<file path="src/rtl/ex_branch_resolve_pkg.sv">
// Shared constants for the branch execution stage: widths, branch opcodes
// and the bit layout of a queued redirect result.
package ex_branch_resolve_pkg;

   localparam int unsigned dataWidth  = 32;
   localparam int unsigned addrWidth  = 32;
   localparam int unsigned newopWidth = 6;

   localparam logic [newopWidth-1:0] NOP  = 6'd0;
   localparam logic [newopWidth-1:0] BEQ  = 6'd1;
   localparam logic [newopWidth-1:0] BNE  = 6'd2;
   localparam logic [newopWidth-1:0] BLT  = 6'd3;
   localparam logic [newopWidth-1:0] BGE  = 6'd4;
   localparam logic [newopWidth-1:0] BLTU = 6'd5;
   localparam logic [newopWidth-1:0] BGEU = 6'd6;

   // Result entry layout: {taken, next_pc}
   localparam int unsigned RES_TAKEN_BIT = addrWidth;
   localparam int unsigned RES_PC_HI     = addrWidth - 1;
   localparam int unsigned RES_PC_LO     = 0;
   localparam int unsigned RES_W         = addrWidth + 1;

endpackage

</file>
<file path="src/rtl/ex_branch_resolve_cond.sv">
// Purely combinational branch condition evaluation.
module branch_cond_unit
   import ex_branch_resolve_pkg::*;
#(
   parameter int unsigned DATA_W = 32,
   parameter int unsigned OP_W   = 6
) (
   input  logic [OP_W-1:0]   op,
   input  logic [DATA_W-1:0] src1,
   input  logic [DATA_W-1:0] src2,
   output logic              taken,
   output logic              bad_op
);

   always_comb begin
      taken  = 1'b0;
      bad_op = 1'b0;
      case (op)
         OP_W'(BEQ):  taken = (src1 == src2);
         OP_W'(BNE):  taken = (src1 != src2);
         OP_W'(BLT):  taken = ($signed(src1) <  $signed(src2));
         OP_W'(BGE):  taken = ($signed(src1) >= $signed(src2));
         OP_W'(BLTU): taken = (src1 <  src2);
         OP_W'(BGEU): taken = (src1 >= src2);
         default:     bad_op = 1'b1;
      endcase
   end

endmodule

</file>
<file path="src/rtl/ex_branch_resolve.sv">
// Branch execution stage: resolves one conditional branch per cycle and
// queues {taken, next_pc} in a 2-entry FIFO toward the fetch/PC unit.
module ex_branch_resolve
   import ex_branch_resolve_pkg::*;
#(
   parameter int unsigned DATA_W = dataWidth,
   parameter int unsigned ADDR_W = addrWidth,
   parameter int unsigned OP_W   = newopWidth,
   parameter int unsigned DEPTH  = 2
) (
   input  logic              clk,
   input  logic              rst,
   input  logic              rdy,
   input  logic              in_en,
   input  logic [DATA_W-1:0] in_src1,
   input  logic [DATA_W-1:0] in_src2,
   input  logic [ADDR_W-1:0] in_pc,
   input  logic [OP_W-1:0]   in_op,
   input  logic [DATA_W-1:0] in_offset,
   output logic              redir_valid,
   output logic              redir_taken,
   output logic [ADDR_W-1:0] redir_pc,
   input  logic              redir_ready,
   output logic              full,
   output logic              err_overflow,
   output logic              err_badop
);

   logic              taken;
   logic              bad_op;
   logic [ADDR_W-1:0] next_pc;
   logic [ADDR_W:0]   mem [DEPTH];
   logic              wr_ptr;
   logic              rd_ptr;
   logic [1:0]        count;
   logic              push;
   logic              pop;
   logic              at_depth;

   branch_cond_unit #(
      .DATA_W (DATA_W),
      .OP_W   (OP_W)
   ) u_cond (
      .op     (in_op),
      .src1   (in_src1),
      .src2   (in_src2),
      .taken  (taken),
      .bad_op (bad_op)
   );

   always_comb begin
      next_pc = taken ? (in_pc + ADDR_W'(in_offset)) : (in_pc + ADDR_W'(4));
   end

   // A pop in the same cycle frees the slot, so a full FIFO can still accept.
   always_comb begin
      at_depth = (count == 2'(DEPTH));
      pop      = rdy && (count != 2'd0) && redir_ready;
      push     = rdy && in_en && (!at_depth || pop);
   end

   always_ff @(posedge clk) begin
      if (rst) begin
         for (int unsigned i = 0; i < DEPTH; i++) mem[i] <= '0;
         wr_ptr       <= 1'b0;
         rd_ptr       <= 1'b0;
         count        <= '0;
         err_overflow <= 1'b0;
         err_badop    <= 1'b0;
      end else if (rdy) begin
         if (push) begin
            mem[wr_ptr] <= {taken, next_pc};
            wr_ptr      <= ~wr_ptr;
         end
         if (pop) rd_ptr <= ~rd_ptr;
         case ({push, pop})
            2'b10:   count <= count + 2'd1;
            2'b01:   count <= count - 2'd1;
            default: count <= count;
         endcase
         if (in_en && !push) err_overflow <= 1'b1;
         if (in_en && bad_op) err_badop <= 1'b1;
      end
   end

   always_comb begin
      redir_valid = (count != 2'd0);
      redir_taken = mem[rd_ptr][ADDR_W];
      redir_pc    = mem[rd_ptr][ADDR_W-1:0];
      full        = at_depth;
   end

endmodule

</file>
<file path="config.mk">
export PLATFORM = sky130hd
export DESIGN_NAME = ex_branch_resolve
export DESIGN_NICKNAME = d
export VERILOG_FILES = /design/src/rtl/ex_branch_resolve_pkg.sv /design/src/rtl/ex_branch_resolve_cond.sv /design/src/rtl/ex_branch_resolve.sv
export SDC_FILE = /design/constraint.sdc
export NUM_CORES = 1
export LEC_CHECK = 0
export ABC_AREA = 1
export ABC_CLOCK_PERIOD_IN_PS = 2500
export CAP_MARGIN = 0
export CORE_MARGIN = 2
export CORE_UTILIZATION = 40
export DETAILED_ROUTE_END_ITERATION = 12
export HOLD_SLACK_MARGIN = 0.1
export PLACE_DENSITY = 0.7
export SYNTH_ARGS = -nofsm -noshare
export SYNTH_HDL_FRONTEND = slang
export SYNTH_SLANG_ARGS = --single-unit
</file>
<file path="constraint.sdc">
create_clock -name clk -period 2.5 [get_ports clk]
set_input_delay 0.5 -clock clk [delete_from_list [all_inputs] [get_ports clk]]
set_output_delay 0.5 -clock clk [all_outputs]
set_load 0.03 [all_outputs]
</file>
======== Word level (Yosys, flattened, before mapping) ========
Memory sizes are Yosys's and may differ from the RTL's. A register that Yosys moved wholly into a read port is not among the register bits.
Cells that the tools add are included.
cells by class
  $lt $le $gt $ge ......................... 4
  muxes and demuxes ....................... 15
  equality and inequality tests ........... 11
  reductions and logical operators ........ 18
  bitwise logic cells ..................... 2
  add/sub/neg operators ................... 4
operators with widths
  operator               number
  $ge 32x32->1           2
  $lt 32x32->1           2
  $mux 33                1
  $reduce_or 33->1       1
  $add 32x3->32 const B  1
  $add 32x32->32         1
  $eq 32x32->1           1
  $mux 32                1
  $ne 32x32->1           1
  $eq 6x3->1 const B     3
  $eq 6x2->1 const B     2
  $mux 1                 11
  $reduce_and 2->1       5
  $eq 6x1->1 const B     1
  $logic_and 1x1->1      6
  $pmux 1 s6             1
  $reduce_or 6->1        1
  $eq 2x2->1 const B     2
  $pmux 2 s2             1
  $reduce_bool 2->1      2
  $add 2x1->2 const B    1
  $eq 2x1->1 const B     1
  $logic_not 1->1        2
  $not 1->1              2
  other kinds (2)        2
storage, ports and cells
  RAM bits ................................ 66
  register bits ........................... 6
  bits of input ports ..................... 139
  memories ................................ 1
memories
  memory  words  width  read ports  clocked after Yosys merged registers in  wr ports  line                     source
  mem     2      33     1           1                                        2         ex_branch_resolve.sv:32  logic [ADDR_W:0] mem [DEPTH];

======== Longest topological paths before layout ========
Gate-level depths: netlist of the first run.
  depth in word-level cells ............... 11
  mapped depth ............................ 21

======== Modules after synthesis ========
Synthesis of the first run repeated with hierarchy kept, for this count alone.
unflattened totals
  cell total of the unflattened synthesis .. 1109
  area, all modules ....................... 7475.9 um^2
by module, submodules not included
  module             sequential area each (um^2)  cells each  times used  area an instance (um^2)
  ex_branch_resolve  2122.0                       933         1           6447.4
  branch_cond_unit   0.0                          176         1           1028.5

======== Worst setup path before layout of the first run ========
Ideal clock, no wire load.
  path kind ............................... register to register
  start ................................... register count[1]
  end ..................................... memory mem[0][0] in the netlist's numbering, enable pin
  arrival ................................. 2.215 ns
  setup time .............................. 0.485 ns
  slack ................................... -0.200 ns
  data required time ...................... 2.015 ns
  clock period less this slack ............ 2.700 ns
  stages on the path, launching flop included .. 9
  cell sequence ........................... dfxtp_1 -> inv_1 -> nor2_1 -> nand2_1 -> nand2_1 -> nor2_1 -> nand2_1 -> clkbuf_1 -> nand2_1
RTL lines
  element                 line                     source
  start, declared         ex_branch_resolve.sv:35  logic [1:0] count;
  start signal, assigned  ex_branch_resolve.sv:77  2'b10: count <= count + 2'd1;
  start signal, assigned  ex_branch_resolve.sv:78  2'b01: count <= count - 2'd1;
  start signal, assigned  ex_branch_resolve.sv:79  default: count <= count;
  end, declared           ex_branch_resolve.sv:32

==> impl_metrics.env, run 1 <==
export IMPL_r2r_setup_slack_ns=0.90
export IMPL_slew_headroom_pct=72.0
export IMPL_top_layer_used="met4"
export IMPL_ctsHtreeMaxLevel=3
export IMPL_required_ns=2.59
export IMPL_cts_num_sinks=73
export IMPL_portBuffers=175
export IMPL_row_count=48
export IMPL_fin_crit_sh_pct=100
export IMPL_hold_ws_ns=0.452
export IMPL_first_pass_iters=7
export IMPL_num_vias=7887
export IMPL_synth_cells=936
export IMPL_final_antenna_net_count=0
export IMPL_cts_tree="done"
export IMPL_r2r_start="count[0]$_SDFFE_PP0P_"
export IMPL_routedWlPerCell_um=17.2
export IMPL_synth_edff_count=66
export IMPL_ir_drop_v=0.000480
export IMPL_drive_gt1_share_pct=41.2
export IMPL_dieHeight_um=136
export IMPL_worst_pin_slew_ns=0.417
export IMPL_synthArstFlopShare_pct=0
export IMPL_synth_top_area_share_pct=28.3
export IMPL_final_area_um2=12100
export IMPL_worstHoldStart="rd_ptr$_SDFFE_PP0P_"
export IMPL_grt_first_pass_wirelength_um=36700
export IMPL_yosys_warnings=0
export IMPL_layout_common_cells="buf_4 (180), nand2_1 (135), nor2_1 (101)"
export IMPL_track_usage_pct=25.2
export IMPL_grt_antenna_before_repair=1
export IMPL_rsz0062_at_grt="true"
export IMPL_synth_cell_types=41
export IMPL_route_met3_wl_um=1290
export IMPL_mostFrequentLayoutCell="buf_4"
export IMPL_ys_seq_area_share_pct=30.3
export IMPL_slew_viol_final=0
export IMPL_clock_skew_ns=0.00621
export IMPL_wl_met1_um=10800
export IMPL_crit_type="in2reg"
export IMPL_grt_pass1_vias=7389
export IMPL_violations="negative setup slack"
export IMPL_pre_cts_slack_ns=-0.642
export IMPL_synth_main_ff_cell="edfxtp_1"
export IMPL_via_per_inst=5.22
export IMPL_ioPinCount=176
export IMPL_path_max_fanout=8
export IMPL_wl_met2_um=13100
export IMPL_grt_max_degree=34
export IMPL_placed_area_um2=10200
export IMPL_fp_coreArea_um2=17200
export IMPL_initial_core_util_pct=40.7
export IMPL_p_leak_uw=0.00572
export IMPL_finalCriticalPeriod_ns=2.51
export IMPL_r2r_end="count[1]$_SDFFE_PP0P_"
export IMPL_arrival_ns=2.59
export IMPL_outcome="finished, violations left"
export IMPL_fill_cells=1220
export IMPL_reg2reg_depth=7
export IMPL_worstSetupStartpointType="input port"
export IMPL_setup_viol=2
export IMPL_postCtsHoldBufs=0
export IMPL_die_x_um=136
export IMPL_routed_wirelength_um=26000
export IMPL_fin_ws_ns=-0.00510
export IMPL_syn2layout_area_growth_pct=72.6
export IMPL_clk_pin_slew_ns=0.06
export IMPL_maxCapViolCount=0
export IMPL_yosysTopAreaCell="edfxtp_1"
export IMPL_fin_nets=1483
export IMPL_initialDrtViolationCount=499
export IMPL_cts_buffer_depth=2
export IMPL_cts_made_buffers=9
export IMPL_syn_area_um2=7010
export IMPL_hp_class="reg2reg"
export IMPL_finalSetupTns_ns=-0.00963
export IMPL_critPathCaptureType="flip-flop"
export IMPL_fmax_ghz=0.399
export IMPL_synth_area_per_cell_um2=7.49
export IMPL_synth_area_leaders="edfxtp_1 (28%), ha_1 (11%), nand2_1 (11%)"
export IMPL_die_area_um2=18600
export IMPL_synth_seq_cells=73
export IMPL_cts_root_buf="clkbuf_16"
export IMPL_globalplace_congestion=0.933
export IMPL_hpwl_um=17800
export IMPL_min_delay_path_depth=1
export IMPL_power_density_nw_per_um2=427
export IMPL_synthesis_nets=1140
export IMPL_finalHoldViolations=0
export IMPL_drcViolationCount=0
export IMPL_grt_overflow=0
export IMPL_clk_latency_ns=0.34
-- critical path, stage by stage --
cell and delay (ns):
clkdlybuf4s15_1 0.20, ha_4 0.30, nand2_4 0.06, nor2_4 0.14
nand2_4 0.07, buf_4 0.13, a21oi_2 0.16, nor2_4 0.07
nand2_2 0.08, nand2_2 0.08, nand2_1 0.09, nor2_1 0.07
nor2_4 0.14, buf_4 0.18, nand3b_1 0.15, nand2_2 0.11
nor2_1 0.04
-- metrics by stage --
| stage | utilization, % | power, uW | instances |
|---|---|---|---|
| after floorplan | - | 2330 | 936 |
| final | 70.2 | 5160 | 1510 |
| after CTS | 64.8 | 4860 | 1498 |
| after global placement | 58.9 | 3190 | 1474 |
| after detailed placement | 58.9 | 3200 | 1474 |
| after global routing | 70.2 | 5360 | 1510 |
-- cells in the mapped netlist, types with 13 or more instances --
| master | n |
|---|---|
| a21oi_1 | 74 |
| edfxtp_1 | 66 |
| ha_1 | 64 |
| inv_1 | 113 |
| mux2_2 | 33 |
| nand2_1 | 201 |
| nand2_2 | 21 |
| nand3_1 | 55 |
| nand3b_1 | 13 |
| nand4_1 | 17 |
| nor2_1 | 119 |
| nor3_1 | 16 |
| o21ai_0 | 18 |
| xnor2_1 | 18 |
| xor2_1 | 32 |
-- flip-flops by register name (all words and copies together) (netlist names), named ones only --
| name | cells |
|---|---|
| rd_ptr | 1 |
| err_badop | 1 |
| mem | 66 |
| err_overflow | 1 |
| count | 2 |
| wr_ptr | 1 |
-- routing by layer --
layer / GRT usage, % / vias up
li1: - / 3815
met1: 34.0 / 3681
met2: 43.0 / 319
met4: 7.35 / 0
met5: 0 / -
met3: 2.01 / 72
-- logic make-up (layout without fill, tap and decap cells) --
kind of cell             Yosys count  in the layout  synth area share (%)
multiplexers                      33             33                  5.30
adder cells (fa/ha/maj)           65             65                  11.7
AND/OR/NAND/NOR                  462            462                  29.5
flip-flops                        73             73                  30.3
buffers and inverters            136            484                  7.87
XOR/XNOR                          50             50                  6.25
AO/OA/AOI/OAI                    117            117                  9.15
other                              0              1                     0
-- worst max-delay path by stage --
stage | startpoint | cells past startpoint | endpoint | slack (ns)
floorplan | in_pc[0] | 13 | mem[0][28]$_SDFFCE_PN0P_ | 0.09
global placement | in_pc[16] | 13 | mem[0][25]$_SDFFCE_PN0P_ | -0.63
detailed placement | in_pc[16] | 12 | mem[1][25]$_SDFFCE_PN0P_ | -0.64
CTS | in_pc[13] | 12 | mem[1][20]$_SDFFCE_PN0P_ | -0.0002
global route | in_src2[6] | 19 | mem[0][5]$_SDFFCE_PN0P_ | -0.13
finish | in_src1[31] | 17 | mem[1][3]$_SDFFCE_PN0P_ | -0.005
-- repair_timing --
item / CTS / global route
cloned: 3 / 1
pin swaps: 72 / 100
buffers inserted: 5 / 10
setup endpoints to repair: 66 / 66
gates resized for setup: 184 / 263
-- cell type report --
type,count,area (um^2),area share (%)
diodes,1,2.50,0.0207
clock buffers,12,267,2.20
clock inverters,4,97.6,0.807
inverters,117,439,3.63
multi-input cells,727,5680,47.0
flip-flops and latches,73,2120,17.5
well taps,225,282,2.33
repair buffers,351,3210,26.5
-- where the power goes --
part | internal [uW] | switching, uW | leakage (uW)
Sequential | 1410 | 24.0 | 0.000743
Combinational | 1030 | 1150 | 0.00480
Clock | 1060 | 497 | 0.000175
Note: power is estimated with default switching activity, not from simulation.
==> run 2: changes to the inputs <==
--- a/config.mk
+++ b/config.mk
@@ -9,10 +9,9 @@
 export ABC_CLOCK_PERIOD_IN_PS = 2500
 export CAP_MARGIN = 0
 export CORE_MARGIN = 2
-export CORE_UTILIZATION = 40
+export CORE_UTILIZATION = 35
 export DETAILED_ROUTE_END_ITERATION = 12
 export HOLD_SLACK_MARGIN = 0.1
-export PLACE_DENSITY = 0.7
 export SYNTH_ARGS = -nofsm -noshare
 export SYNTH_HDL_FRONTEND = slang
 export SYNTH_SLANG_ARGS = --single-unit
==> run 2 against run 1 <==
  * The flow now finishes without violations
  * Critical path depth rose by 6
  * Critical path type unchanged
  * Combinational power rose by 2%
  * Total power decreased by 5.2%
  * Global-route usage shrank 2.5 points
==> impl_metrics.env, run 2 (synthesized netlist as in run 1, its figures left out) <==
export IMPL_setup_viol=0
export IMPL_drive_gt1_share_pct=47.1
export IMPL_hp_class="reg2reg"
export IMPL_fin_crit_sh_pct=99.7
export IMPL_worst_pin_slew_ns=0.420
export IMPL_final_antenna_net_count=0
export IMPL_postCtsHoldBufs=0
export IMPL_crit_buf_inv=5
export IMPL_fmax_ghz=0.401
export IMPL_worstHoldStart="rd_ptr$_SDFFE_PP0P_"
export IMPL_initialDrtViolationCount=415
export IMPL_rsz0062_at_grt="true"
export IMPL_post_route_util_pct=63.3
export IMPL_cts_root_buf="clkbuf_16"
export IMPL_grt_max_degree=35
export IMPL_cts_num_sinks=73
export IMPL_die_x_um=146
export IMPL_path_delay_family="simple AND/OR/NAND/NOR gates"
export IMPL_clk_latency_ns=0.34
export IMPL_antenna_diode_count=0
export IMPL_drcViolationCount=0
export IMPL_largest_reg_flops=66
export IMPL_grt_antenna_before_repair=0
export IMPL_layout_common_cells="buf_4 (203), nand2_1 (134), nor2_1 (106)"
export IMPL_fin_nets=1521
export IMPL_fp_coreArea_um2=19600
export IMPL_cts_buffer_depth=2
export IMPL_crit_start="in_src2[1]"
export IMPL_required_ns=2.57
export IMPL_routedWlPerCell_um=16.3
export IMPL_clock_skew_ns=0.00716
export IMPL_slew_viol_final=0
export IMPL_worst_path_most_repeated_cell="nand2_1"
export IMPL_crit_type="in2reg"
export IMPL_ioPinCount=176
export IMPL_outcome="completed"
export IMPL_critPathCaptureType="flip-flop"
export IMPL_routed_wirelength_um=25900
export IMPL_slowest_delay_ns=0.25
export IMPL_worstPathCellList="clkbuf_2 -> inv_2 -> ha_4 -> nand2_1 -> nand2_1 -> nand2_1 -> nand2_1 -> nand2_1 -> nand2_1 -> nand2_2 -> nand2_4 -> nand2_4 -> nand2_2 -> nand2_2 -> buf_6 -> nand2_4 -> nor2_4 -> nor2_4 -> buf_6 -> buf_16 -> nand3b_1 -> nand2_1 -> nor2_1"
export IMPL_num_vias=7716
export IMPL_cp_slowest_cell="ha_4"
export IMPL_dieHeight_um=146
export IMPL_clk_pin_slew_ns=0.05
export IMPL_maxCapViolCount=0
export IMPL_ctsHtreeMaxLevel=3
export IMPL_ir_drop_v=0.000281
export IMPL_track_usage_pct=22.6
export IMPL_r2r_start="count[1]$_SDFFE_PP0P_"
export IMPL_power_density_nw_per_um2=394
export IMPL_arrival_ns=2.56
export IMPL_hpwl_um=18600
export IMPL_finalHoldViolations=0
export IMPL_via_per_inst=4.86
export IMPL_worstSetupStartpointType="input port"
export IMPL_regMostFlops="mem"
export IMPL_row_count=51
export IMPL_mostFrequentLayoutCell="buf_4"
export IMPL_grt_first_pass_wirelength_um=38400
export IMPL_fin_ws_ns=0.00850
export IMPL_initial_core_util_pct=35.8
export IMPL_syn2layout_area_growth_pct=77.0
export IMPL_cts_tree="done"
export IMPL_globalplace_congestion=0.933
export IMPL_path_max_fanout=5
export IMPL_slew_headroom_pct=71.8
export IMPL_grt_overflow=0
export IMPL_p_leak_uw=0.00591
export IMPL_grt_pass1_vias=7565
export IMPL_largestRegisters="mem (66), count (2)"
export IMPL_finalCriticalPeriod_ns=2.49
export IMPL_cts_made_buffers=9
export IMPL_first_pass_iters=7
export IMPL_pre_cts_slack_ns=-0.643
export IMPL_die_area_um2=21200
export IMPL_fill_cells=1644
export IMPL_portBuffers=175
[run 2: changes by cell type in the layout (fill, tap and decap cells not counted), moves of 11 or more]
cell,delta
clkbuf_2,+31
buf_4,+23
clkdlybuf4s15_1,-19
buf_6,+18
dlygate4sd2_1,-16
nand3_1,-14
a21oi_1,-11
[run 2: area by class of cell]
type / instances / area (um^2) / share of cell area (%)
repair buffers: 389 / 3460 / 27.9
inverters: 117 / 442 / 3.56
well taps: 265 / 332 / 2.67
clock buffers: 12 / 236 / 1.91
flip-flops and latches: 73 / 2120 / 17.1
multi-input cells: 727 / 5780 / 46.5
clock inverters: 4 / 45.0 / 0.363
[run 2: where the power goes]
| part | leakage, uW | internal, uW | switching, uW |
|---|---|---|---|
| Combinational | 0.00503 | 1070 | 1150 |
| Clock | 0.000140 | 768 | 473 |
| Sequential | 0.000743 | 1410 | 23.8 |
| Total | 0.00591 | 3240 | 1650 |
[run 2: per-stage QoR]
stage	total power [uW]	hold WS (ns)	cell area, um^2	instances	TNS (ns)
final	4900	0.449	12400	1587	0
after global routing	5130	0.471	12400	1587	-4.82
after CTS	4630	0.454	11600	1577	-2.01
after detailed placement	3260	0.446	10400	1537	-35.72
after global placement	3250	0.436	10400	1537	-33.86
after floorplan	2330	0.426	7020	936	0
[run 2: timing repair]
item | CTS | global route
resized for setup | 230 | 329
buffers inserted | 16 | 11
gates cloned | 8 | 0
pin swaps | 46 | 131
setup endpoints to repair | 66 | 66
[run 2: path summary, 6_finish.rpt]
path | endpoint | slack, ns | cells past startpoint
hold reg to reg | rd_ptr$_SDFFE_PP0P_ | 0.45 | 1
setup / recovery | mem[0][24]$_SDFFCE_PN0P_ | 0.009 | 23
hold / removal | rd_ptr$_SDFFE_PP0P_ | 0.45 | 1
setup reg to reg | mem[0][16]$_SDFFCE_PN0P_ | 0.85 | 8
[run 2: layer usage]
metal | share of wire (%) | wire length (um) | vias to the layer above | global-route usage [%]
met4 | 2.1 | 534 | 0 | 6.27
met2 | 49 | 12700 | 203 | 38.6
met3 | 4.3 | 1110 | 39 | 2.10
li1 | - | - | 3881 | -
met1 | 45 | 11600 | 3593 | 30.7
met5 | 0 | 0 | - | 0
